--- config.mk ---
export PLATFORM = sky130hd
export DESIGN_NAME = row_scan_flat
export DESIGN_NICKNAME = d
export VERILOG_FILES = /design/src/rtl/row_scan_pkg.sv /design/src/rtl/row_scan_if.sv /design/src/rtl/row_scan_dwell_timer.sv /design/src/rtl/row_scan.sv /design/src/flat_wrapper.sv
export SDC_FILE = /design/constraint.sdc
export NUM_CORES = 1
export LEC_CHECK = 0
export CELL_PAD_IN_SITES_DETAIL_PLACEMENT = 1
export CELL_PAD_IN_SITES_GLOBAL_PLACEMENT = 2
export CORE_ASPECT_RATIO = 0.8
export CORE_MARGIN = 8
export CORE_UTILIZATION = 29
export DETAILED_ROUTE_END_ITERATION = 8
export PLACE_DENSITY = 0.81
export SLEW_MARGIN = 40
export SYNTH_ARGS = -nofsm -noshare
export SYNTH_HDL_FRONTEND = slang
export SYNTH_SLANG_ARGS = --single-unit
--- constraint.sdc ---
create_clock -name clk_in -period 1.9 [get_ports clk_in]
set_clock_uncertainty 0.15 [all_clocks]
set_input_delay 0.285 -clock clk_in [delete_from_list [all_inputs] [get_ports clk_in]]
set_output_delay 0.285 -clock clk_in [all_outputs]
set_load 0.005 [all_outputs]
--- src/rtl/row_scan_pkg.sv ---
// Shared LED-panel definitions: scan state encoding and address-width helper.
package row_scan_pkg;

    typedef enum logic [2:0] {
        ST_IDLE,
        ST_PRELOAD,
        ST_BLANK,
        ST_LATCH,
        ST_DISPLAY
    } scan_state_t;

    // Row address width for n rows, never less than one bit.
    function automatic int clog2_min1(input int n);
        int w;
        w = 1;
        while ((1 << w) < n) w++;
        return w;
    endfunction

endpackage

--- src/rtl/row_scan_if.sv ---
// Row-scan control bundle between the panel sequencer and its column shifter/panel.
interface row_scan_if
#(
    parameter int ROWS    = 16,
    parameter int DWELL_W = 8
);
    import row_scan_pkg::*;

    localparam int ROW_W = clog2_min1(ROWS);

    logic               en;
    logic               dir;
    logic [DWELL_W-1:0] dwell;
    logic               shift_done;
    logic [ROW_W-1:0]   row;
    logic               oe_n;
    logic               lat;
    logic               shift_start;
    logic               frame_start;

    modport master (
        output en, dir, dwell, shift_done,
        input  row, oe_n, lat, shift_start, frame_start
    );

    modport slave (
        input  en, dir, dwell, shift_done,
        output row, oe_n, lat, shift_start, frame_start
    );

endinterface

--- src/rtl/row_scan_dwell_timer.sv ---
// Per-row display timer: down-counter loaded on DISPLAY entry, expires on its last cycle.
module row_scan_dwell_timer
#(
    parameter int W = 8
) (
    input  logic         clk_in,
    input  logic         rst_n,
    input  logic         load,
    input  logic [W-1:0] load_val,
    input  logic         count,
    output logic         expired
);
    logic [W-1:0] cnt;

    always_ff @(posedge clk_in or negedge rst_n) begin
        if (!rst_n) begin
            cnt <= '0;
        end else if (load) begin
            cnt <= load_val;
        end else if (count && (cnt != '0)) begin
            cnt <= cnt - 1'b1;
        end
    end

    // cnt holds the cycles still owed including the current one.
    assign expired = (cnt <= W'(1));

endmodule

--- src/rtl/row_scan.sv ---
// LED panel row sequencer: blanks, latches and displays one row at a time.
//   state   | meaning
//   IDLE    | parked, panel blanked
//   PRELOAD | first row's column data being shifted
//   BLANK   | one-cycle blank before latching
//   LATCH   | latch strobe, row address advanced
//   DISPLAY | row lit for dwell cycles and until the next row is shifted
module row_scan
    import row_scan_pkg::*;
#(
    parameter int ROWS    = 16,
    parameter int DWELL_W = 8
) (
    input  logic      clk_in,
    input  logic      rst_n,
    row_scan_if.slave bus
);
    localparam int               ROW_W    = clog2_min1(ROWS);
    localparam logic [ROW_W-1:0] LAST_ROW = ROW_W'(ROWS - 1);

    scan_state_t        state, state_nx;
    logic [ROW_W-1:0]   row_q, nxt_q, nxt_adv;
    logic               oe_n_q, lat_q, shift_start_q, frame_start_q;
    logic               done_q;
    logic [DWELL_W-1:0] dwell_eff;
    logic               expired;

    always_ff @(posedge clk_in or negedge rst_n) begin
        if (!rst_n) state <= ST_IDLE;
        else        state <= state_nx;
    end

    always_comb begin
        state_nx = state;
        case (state)
            ST_IDLE:    if (bus.en) state_nx = ST_PRELOAD;
            ST_PRELOAD: if (bus.shift_done) state_nx = ST_BLANK;
            ST_BLANK:   state_nx = ST_LATCH;
            ST_LATCH:   state_nx = ST_DISPLAY;
            ST_DISPLAY: if (expired && (done_q || bus.shift_done))
                            state_nx = bus.en ? ST_BLANK : ST_IDLE;
            default:    state_nx = ST_IDLE;
        endcase
    end

    always_comb begin
        nxt_adv = nxt_q;
        if (!bus.dir) nxt_adv = (nxt_q == LAST_ROW) ? '0 : nxt_q + 1'b1;
        else          nxt_adv = (nxt_q == '0) ? LAST_ROW : nxt_q - 1'b1;
    end

    assign dwell_eff = (bus.dwell == '0) ? DWELL_W'(1) : bus.dwell;

    // Outputs are registered from the next state so they line up with the state they describe.
    always_ff @(posedge clk_in or negedge rst_n) begin
        if (!rst_n) begin
            row_q         <= '0;
            nxt_q         <= '0;
            oe_n_q        <= 1'b1;
            lat_q         <= 1'b0;
            shift_start_q <= 1'b0;
            frame_start_q <= 1'b0;
            done_q        <= 1'b0;
        end else begin
            oe_n_q        <= (state_nx != ST_DISPLAY);
            lat_q         <= (state_nx == ST_LATCH);
            shift_start_q <= ((state_nx == ST_PRELOAD) && (state != ST_PRELOAD)) ||
                             ((state_nx == ST_DISPLAY) && (state != ST_DISPLAY));
            frame_start_q <= (state == ST_LATCH) && (nxt_q == '0);
            if (state == ST_LATCH) begin
                row_q  <= nxt_q;
                nxt_q  <= nxt_adv;
                done_q <= 1'b0;
            end else if ((state == ST_DISPLAY) && bus.shift_done) begin
                done_q <= 1'b1;
            end
        end
    end

    row_scan_dwell_timer #(.W(DWELL_W)) u_dwell_timer (
        .clk_in   (clk_in),
        .rst_n    (rst_n),
        .load     (state == ST_LATCH),
        .load_val (dwell_eff),
        .count    (state == ST_DISPLAY),
        .expired  (expired)
    );

    assign bus.row         = row_q;
    assign bus.oe_n        = oe_n_q;
    assign bus.lat         = lat_q;
    assign bus.shift_start = shift_start_q;
    assign bus.frame_start = frame_start_q;

endmodule

--- src/flat_wrapper.sv ---
// flat-port wrapper written by rule: the top's interface ports become plain ports
module row_scan_flat import row_scan_pkg::*;
#(
    parameter int ROWS    = 16,
    parameter int DWELL_W = 8
)
  (clk_in, rst_n, bus_en, bus_dir, bus_dwell, bus_shift_done, bus_row, bus_oe_n, bus_lat, bus_shift_start, bus_frame_start);
  row_scan_if #(.ROWS(ROWS), .DWELL_W(DWELL_W)) bus_i ();
  input  logic clk_in;
  input  logic rst_n;
  input wire logic [$bits(bus_i.en)-1:0] bus_en;
  input wire logic [$bits(bus_i.dir)-1:0] bus_dir;
  input wire logic [$bits(bus_i.dwell)-1:0] bus_dwell;
  input wire logic [$bits(bus_i.shift_done)-1:0] bus_shift_done;
  output wire logic [$bits(bus_i.row)-1:0] bus_row;
  output wire logic [$bits(bus_i.oe_n)-1:0] bus_oe_n;
  output wire logic [$bits(bus_i.lat)-1:0] bus_lat;
  output wire logic [$bits(bus_i.shift_start)-1:0] bus_shift_start;
  output wire logic [$bits(bus_i.frame_start)-1:0] bus_frame_start;
  assign bus_i.en = bus_en;
  assign bus_i.dir = bus_dir;
  assign bus_i.dwell = bus_dwell;
  assign bus_i.shift_done = bus_shift_done;
  assign bus_row = bus_i.row;
  assign bus_oe_n = bus_i.oe_n;
  assign bus_lat = bus_i.lat;
  assign bus_shift_start = bus_i.shift_start;
  assign bus_frame_start = bus_i.frame_start;
  row_scan #(.ROWS(ROWS), .DWELL_W(DWELL_W)) u_core (.clk_in(clk_in), .rst_n(rst_n), .bus(bus_i));
endmodule
==> flow_summary.json, run 1 <==
{
  "synth_area_leader_cell": "dfrtp_1",
  "port_buffers": 20,
  "ioPinCount": 21,
  "synthTopCellsByArea": "dfrtp_1, nand2_1, ha_1, nor2_1, a21oi_1",
  "grt_pass1_wl_um": 5880,
  "max_stage_delay_ns": 0.41,
  "ys_seq_elements": 24,
  "path_cells": "inv_2, ha_2, or3b_4, o21ai_2, nor2_1, a221o_1",
  "ff2ff_setup_slack_ns": 0.08,
  "wl_per_cell_um": 16.0,
  "grt-ovfl-total": 0,
  "dieArea_mm2": 0.00684,
  "cts_tree": "done",
  "drive_above_1_share_pct": 18.2,
  "detail_route.first_pass.iterations": 4,
  "utilization_pct": 40.6,
  "grt_max_degree": 25,
  "p_leak_nw": 0.727,
  "antenna_found_initial": 0,
  "fmax_mhz": 551,
  "dieWidth_um": 90.5,
  "worstSetupPathType": "register to register",
  "max_slew.worst_pin.slew_ns": 0.497,
  "synthCells": 136,
  "vdd_drop_max_v": 0.000475,
  "placed_area_mm2": 0.00165,
  "n_antenna_cell": 0,
  "synth_top_area_share_pct": 44.7,
  "synthTopCellsByCount": "dfrtp_1, nand2_1, nor2_1",
  "hpwl_um": 2820,
  "min_path_type": "input port to asynchronous set/reset pin",
  "synth-edff-count": 0,
  "yosys_warnings": 0,
  "die_h_um": 75.6,
  "first_iter_violations": 60,
  "max_slew_margin_pct": 66.5,
  "rsz0062_at_grt": "false",
  "wirelength_um": 3640,
  "area_delta_synth_final_pct": 33.6,
  "setup_viol": 0,
  "via_per_inst": 5.22,
  "place_congestion": 0.843,
  "drv_slew": 0,
  "dr_wl_met3_um": 163,
  "grt.total_usage_pct": 10.8,
  "fp.coreArea_mm2": 0.00423,
  "drt-met1-wl_um": 1780,
  "nets": 188,
  "synth_area_per_cell_um2": 9.46,
  "clockBufferDepth": 2,
  "critPathTopFamily": "simple AND/OR/NAND/NOR gates",
  "top_layer": "met4",
  "root_buffer": "clkbuf_8",
  "rows": 21,
  "numCtsBuffers": 3,
  "start_kind": "register",
  "syn-num-nets": 153,
  "drc": 0,
  "synth_area_mm2": 0.00129,
  "cp-end-kind": "register",
  "run_status": "complete, no violations",
  "cts_hold_buf": 0,
  "fin_crit_ns": 1.82,
  "cts.sinks": 24,
  "clk_latency_ns": 0.27,
  "antenna_left": 0,
  "maxCapViolCount": 0,
  "ys_types": 42,
  "ctsHtreeMaxLevel": 1,
  "crit_buf_inv": 1,
  "fin_crit_sh_pct": 95.6,
  "powerDensity_mw_per_mm2": 1570,
  "stdcell_area_mm2": 0.00172,
  "path_max_fanout": 3,
  "vias": 1186,
  "clk_pin_slew_ns": 0.08,
  "grt_pass1_vias": 1171,
  "synth.yosys.seq_area_share_pct": 46.8,
  "critPathRequiredTime_ns": 1.91,
  "synthArstFlopShare_pct": 100,
  "wl_met2_um": 1670,
  "start_util_pct": 30.4,
  "crit_slowest_cell": "dfrtp_1",
  "crit_arrival_ns": 1.83,
  "synthMostInstantiatedCell": "dfrtp_1",
  "hold_violations": 0,
  "yosys_most_used_dff": "dfrtp_1"
}
routing by layer:
layer / vias up / global-route usage, %
met4: 0 / 3.68
met2: 29 / 17.2
met3: 4 / 2.26
li1: 562 / -
met1: 591 / 14.4
met5: - / 0
flip-flops by register name, summed over array words and instances (netlist names):
register                  cells
u_core.u_dwell_timer.cnt      8
u_core.bus.row                4
u_core.nxt_q                  4
u_core.state                  3
u_core.bus.frame_start        1
u_core.bus.lat                1
u_core.bus.oe_n               1
u_core.bus.shift_start        1
u_core.done_q                 1
cell families after synthesis:
group,share of synthesized area [%]
and+or+nand+nor,25.5
DFF,46.8
xor gates and xnor gates,2.72
buffers and inverters,3.70
muxes,0.778
adders and majority gates,3.89
AOI/OAI and AO/OA,16.6
placed cells by master, fill, tap and decap left out, types with 3 or more instances in the layout:
master           instances
inv_1                    5
nor3_1                   4
a21oi_1                  6
nand3_1                  7
ha_1                     3
o21ai_0                  4
dfrtp_1                 23
clkbuf_8                 3
buf_4                   16
nor4_1                   3
a31oi_1                  3
nor2_1                  13
xnor2_1                  3
nand4_1                  3
nand2_1                 19
clkdlybuf4s50_1         20
metrics by stage:
stage	std cells	worst slack, ns	hold slack [ns]	setup TNS, ns	total power [mW]
after floorplan	136	0.00830	-0.161	0	1.72
after global placement	223	0.0685	0.304	0	2.25
after detailed placement	223	-0.0399	0.309	-0.0399	2.35
after CTS	227	0.0180	0.245	0	2.68
after global routing	227	0.0127	0.269	0	2.90
final	227	0.0843	0.243	0	2.69
layout make-up:
type                    count  area, um2
fillers                   481       2510
multi-input cells         100        657
well taps                  57       71.3
repair buffers             36        320
inverters                   6       22.5
flip-flops and latches     24        602
clock buffers               4       45.0
power by group:
group	switching (mW)	leakage (nW)	internal, mW	total (mW)
clock network	0.161	0.0228	0.150	0.311
logic	0.716	0.409	0.700	1.42
registers	0.211	0.295	0.754	0.965
final timing paths:
path                                             startpoint                          end  cells past startpoint
worst max-delay path            u_core.u_dwell_timer.cnt[1]  u_core.u_dwell_timer.cnt[2]                      6
worst min-delay path                                  rst_n              u_core.nxt_q[3]                      2
worst max register to register  u_core.u_dwell_timer.cnt[1]  u_core.u_dwell_timer.cnt[2]                      6
worst min register to register              u_core.nxt_q[2]       u_core.bus.frame_start                      1
max in group asynchronous                             rst_n              u_core.bus.oe_n                      2
min in group clk_in                         u_core.nxt_q[2]       u_core.bus.frame_start                      1
worst register-to-register path: cells and delay by family (launching register included):
kind	cells	cell delay, ns
AO/OA/AOI/OAI	2	0.46
AND/OR/NAND/NOR	2	0.46
buffers and inverters	1	0.07
adder cells (fa/ha/maj)	1	0.17
flip-flops	1	0.41
repair_timing:
item                                    CTS  global route
setup buffers                             0             1
endpoints found under the setup margin    2             1
gates resized for setup                   1             5
pin swaps                                 1             2
(Power assumes the default switching activity.)
==> run 2, diff against run 1 <==
- SLEW_MARGIN: 40 -> 30
==> results of run 2 <==
Final layout, timing and power as in run 1 (identical DEF).
==> run 3, diff against run 2 <==
- CORE_MARGIN: 8 -> default
==> run 3 against run 2 <==
Compared with the run above: power increased by 0.10%; cell count increased by 0.44%; via count decreased by 1.8%; critical path type unchanged; largest cell class unchanged; largest power group unchanged; sequential share of layout area decreased by 0.23 points.
==> flow_summary.json, run 3 (synthesized netlist as in run 1, its figures left out) <==
{
  "run_status": "complete, no violations",
  "path_max_fanout": 5,
  "postCtsResizedCells": 2,
  "vias": 1165,
  "maxCapViolCount": 0,
  "hpwl_um": 2630,
  "start_util_pct": 30.4,
  "worstSetupPathType": "register to register",
  "comb_power_share_pct": 52.8,
  "setup_viol": 0,
  "root_buffer": "clkbuf_8",
  "grt_pass1_vias": 1152,
  "vdd_drop_max_v": 0.000492,
  "wl_per_cell_um": 15.2,
  "critPathRequiredTime_ns": 1.91,
  "max_slew_margin_pct": 75.7,
  "drv_slew": 0,
  "seq_area_um2": 602,
  "grt_max_degree": 25,
  "timing.rr.end": "u_core.u_dwell_timer.cnt[3]",
  "port_buffers": 20,
  "power_frac_seq_pct": 35.4,
  "grt_pass1_wl_um": 5750,
  "max_slew.worst_pin.slew_ns": 0.365,
  "start_kind": "register",
  "crit_arrival_ns": 1.81,
  "multi_input_area_um2": 661,
  "cts_hold_buf": 0,
  "stdcell_area_mm2": 0.00173,
  "rows": 21,
  "path_cells": "inv_2, ha_4, nor3b_1, buf_4, a21oi_4, a21oi_1, a221o_1",
  "hold_violations": 0,
  "detail_route.first_pass.iterations": 4,
  "placed_area_mm2": 0.00166,
  "regMostFlops": "u_core.u_dwell_timer.cnt",
  "mostFrequentLayoutCells": "dfrtp_1, clkdlybuf4s50_1, nand2_1, buf_4, nor2_1",
  "clockBufferDepth": 2,
  "clkPwrFrac_pct": 11.7,
  "powerDensity_mw_per_mm2": 1560,
  "numCtsBuffers": 3,
  "min_path_type": "input port to asynchronous set/reset pin",
  "fmax_mhz": 556,
  "worstReg2RegStart": "u_core.u_dwell_timer.cnt[1]",
  "via_per_inst": 5.11,
  "cp-end-kind": "register",
  "grt-ovfl-total": 0,
  "rsz0062_at_grt": "false",
  "grt.total_usage_pct": 15.9,
  "antenna_found_initial": 0,
  "nets": 189,
  "die_h_um": 61.6,
  "n_antenna_cell": 0,
  "p_int_mw": 1.61,
  "fin_ws_ns": 0.100,
  "drc": 0,
  "fin_crit_ns": 1.80,
  "crit_slowest_cell": "dfrtp_1",
  "switchingPower_mw": 1.08,
  "ff2ff_setup_slack_ns": 0.10,
  "largest_reg_flops": 8,
  "clk_pin_slew_ns": 0.08,
  "fp.coreArea_mm2": 0.00423,
  "cts_tree": "done",
  "fin_crit_sh_pct": 94.7,
  "antenna_left": 0,
  "place_ws_ns": -0.0560,
  "drive_above_1_share_pct": 17.5,
  "dieWidth_um": 76.5,
  "cts.sinks": 24,
  "clk_latency_ns": 0.27,
  "layout_commonest_cell": "dfrtp_1",
  "post_cts_buffers": 0,
  "dieArea_mm2": 0.00471,
  "first_iter_violations": 50,
  "swShare_pct": 40.1,
  "place_congestion": 0.855,
  "reg2reg_depth": 7,
  "wirelength_um": 3480,
  "nFillCells": 500,
  "max_stage_delay_ns": 0.39,
  "area_delta_synth_final_pct": 34.4,
  "ctsHtreeMaxLevel": 1,
  "p_leak_nw": 0.736,
  "ioPinCount": 21
}
[run 3: worst max-delay path by stage]
stage	endpoint	depth (start not counted)	from
after detailed placement	u_core.u_dwell_timer.cnt[2]	6	u_core.u_dwell_timer.cnt[1]
after global placement	u_core.u_dwell_timer.cnt[2]	6	u_core.u_dwell_timer.cnt[1]
after floorplan	u_core.u_dwell_timer.cnt[2]	6	u_core.u_dwell_timer.cnt[0]
after global routing	u_core.u_dwell_timer.cnt[2]	6	u_core.u_dwell_timer.cnt[0]
final	u_core.u_dwell_timer.cnt[3]	7	u_core.u_dwell_timer.cnt[1]
after CTS	u_core.u_dwell_timer.cnt[2]	6	u_core.u_dwell_timer.cnt[1]
[run 3: metrics by stage]
stage	total power, mW	hold WS, ns	setup TNS [ns]	util [%]	std cells
after floorplan	1.72	-0.161	0	-	136
after global placement	2.25	0.304	0	39.2	224
after detailed placement	2.34	0.317	-0.0560	39.2	224
after CTS	2.67	0.228	0	40.4	228
after global routing	2.92	0.276	0	40.9	228
final	2.69	0.222	0	40.9	228
[run 3: layer usage]
layer | part of all wire [%] | track usage (%)
met5 | 0 | 0
met4 | 0.26 | 3.30
met3 | 3.2 | 3.11
met2 | 45 | 26.9
met1 | 51 | 21.7
[run 3: layout make-up]
type	instances	area share, %
repair buffers	37	19.0
well taps	57	4.12
clock buffers	4	2.60
flip-flops and latches	24	34.8
inverters	6	1.30
multi-input cells	100	38.2
[run 3: worst max-delay path: cells and delay by family, from the launching register on]
family                   cells  cell delay (ns)
AO/OA/AOI/OAI                3             0.61
flip-flops                   1             0.39
buffers and inverters        2             0.23
adder cells (fa/ha/maj)      1             0.17
AND/OR/NAND/NOR              1             0.14
[run 3: power groups by stage]
stage / logic [mW] / clock network [mW] / registers, mW
6_report: 1.42 / 0.316 / 0.954
3_5_place_dp: 1.37 / 0 / 0.963
5_1_grt: 1.58 / 0.343 / 0.992
2_1_floorplan: 0.779 / 0 / 0.941
3_3_place_gp: 1.31 / 0 / 0.939
4_1_cts: 1.39 / 0.325 / 0.956
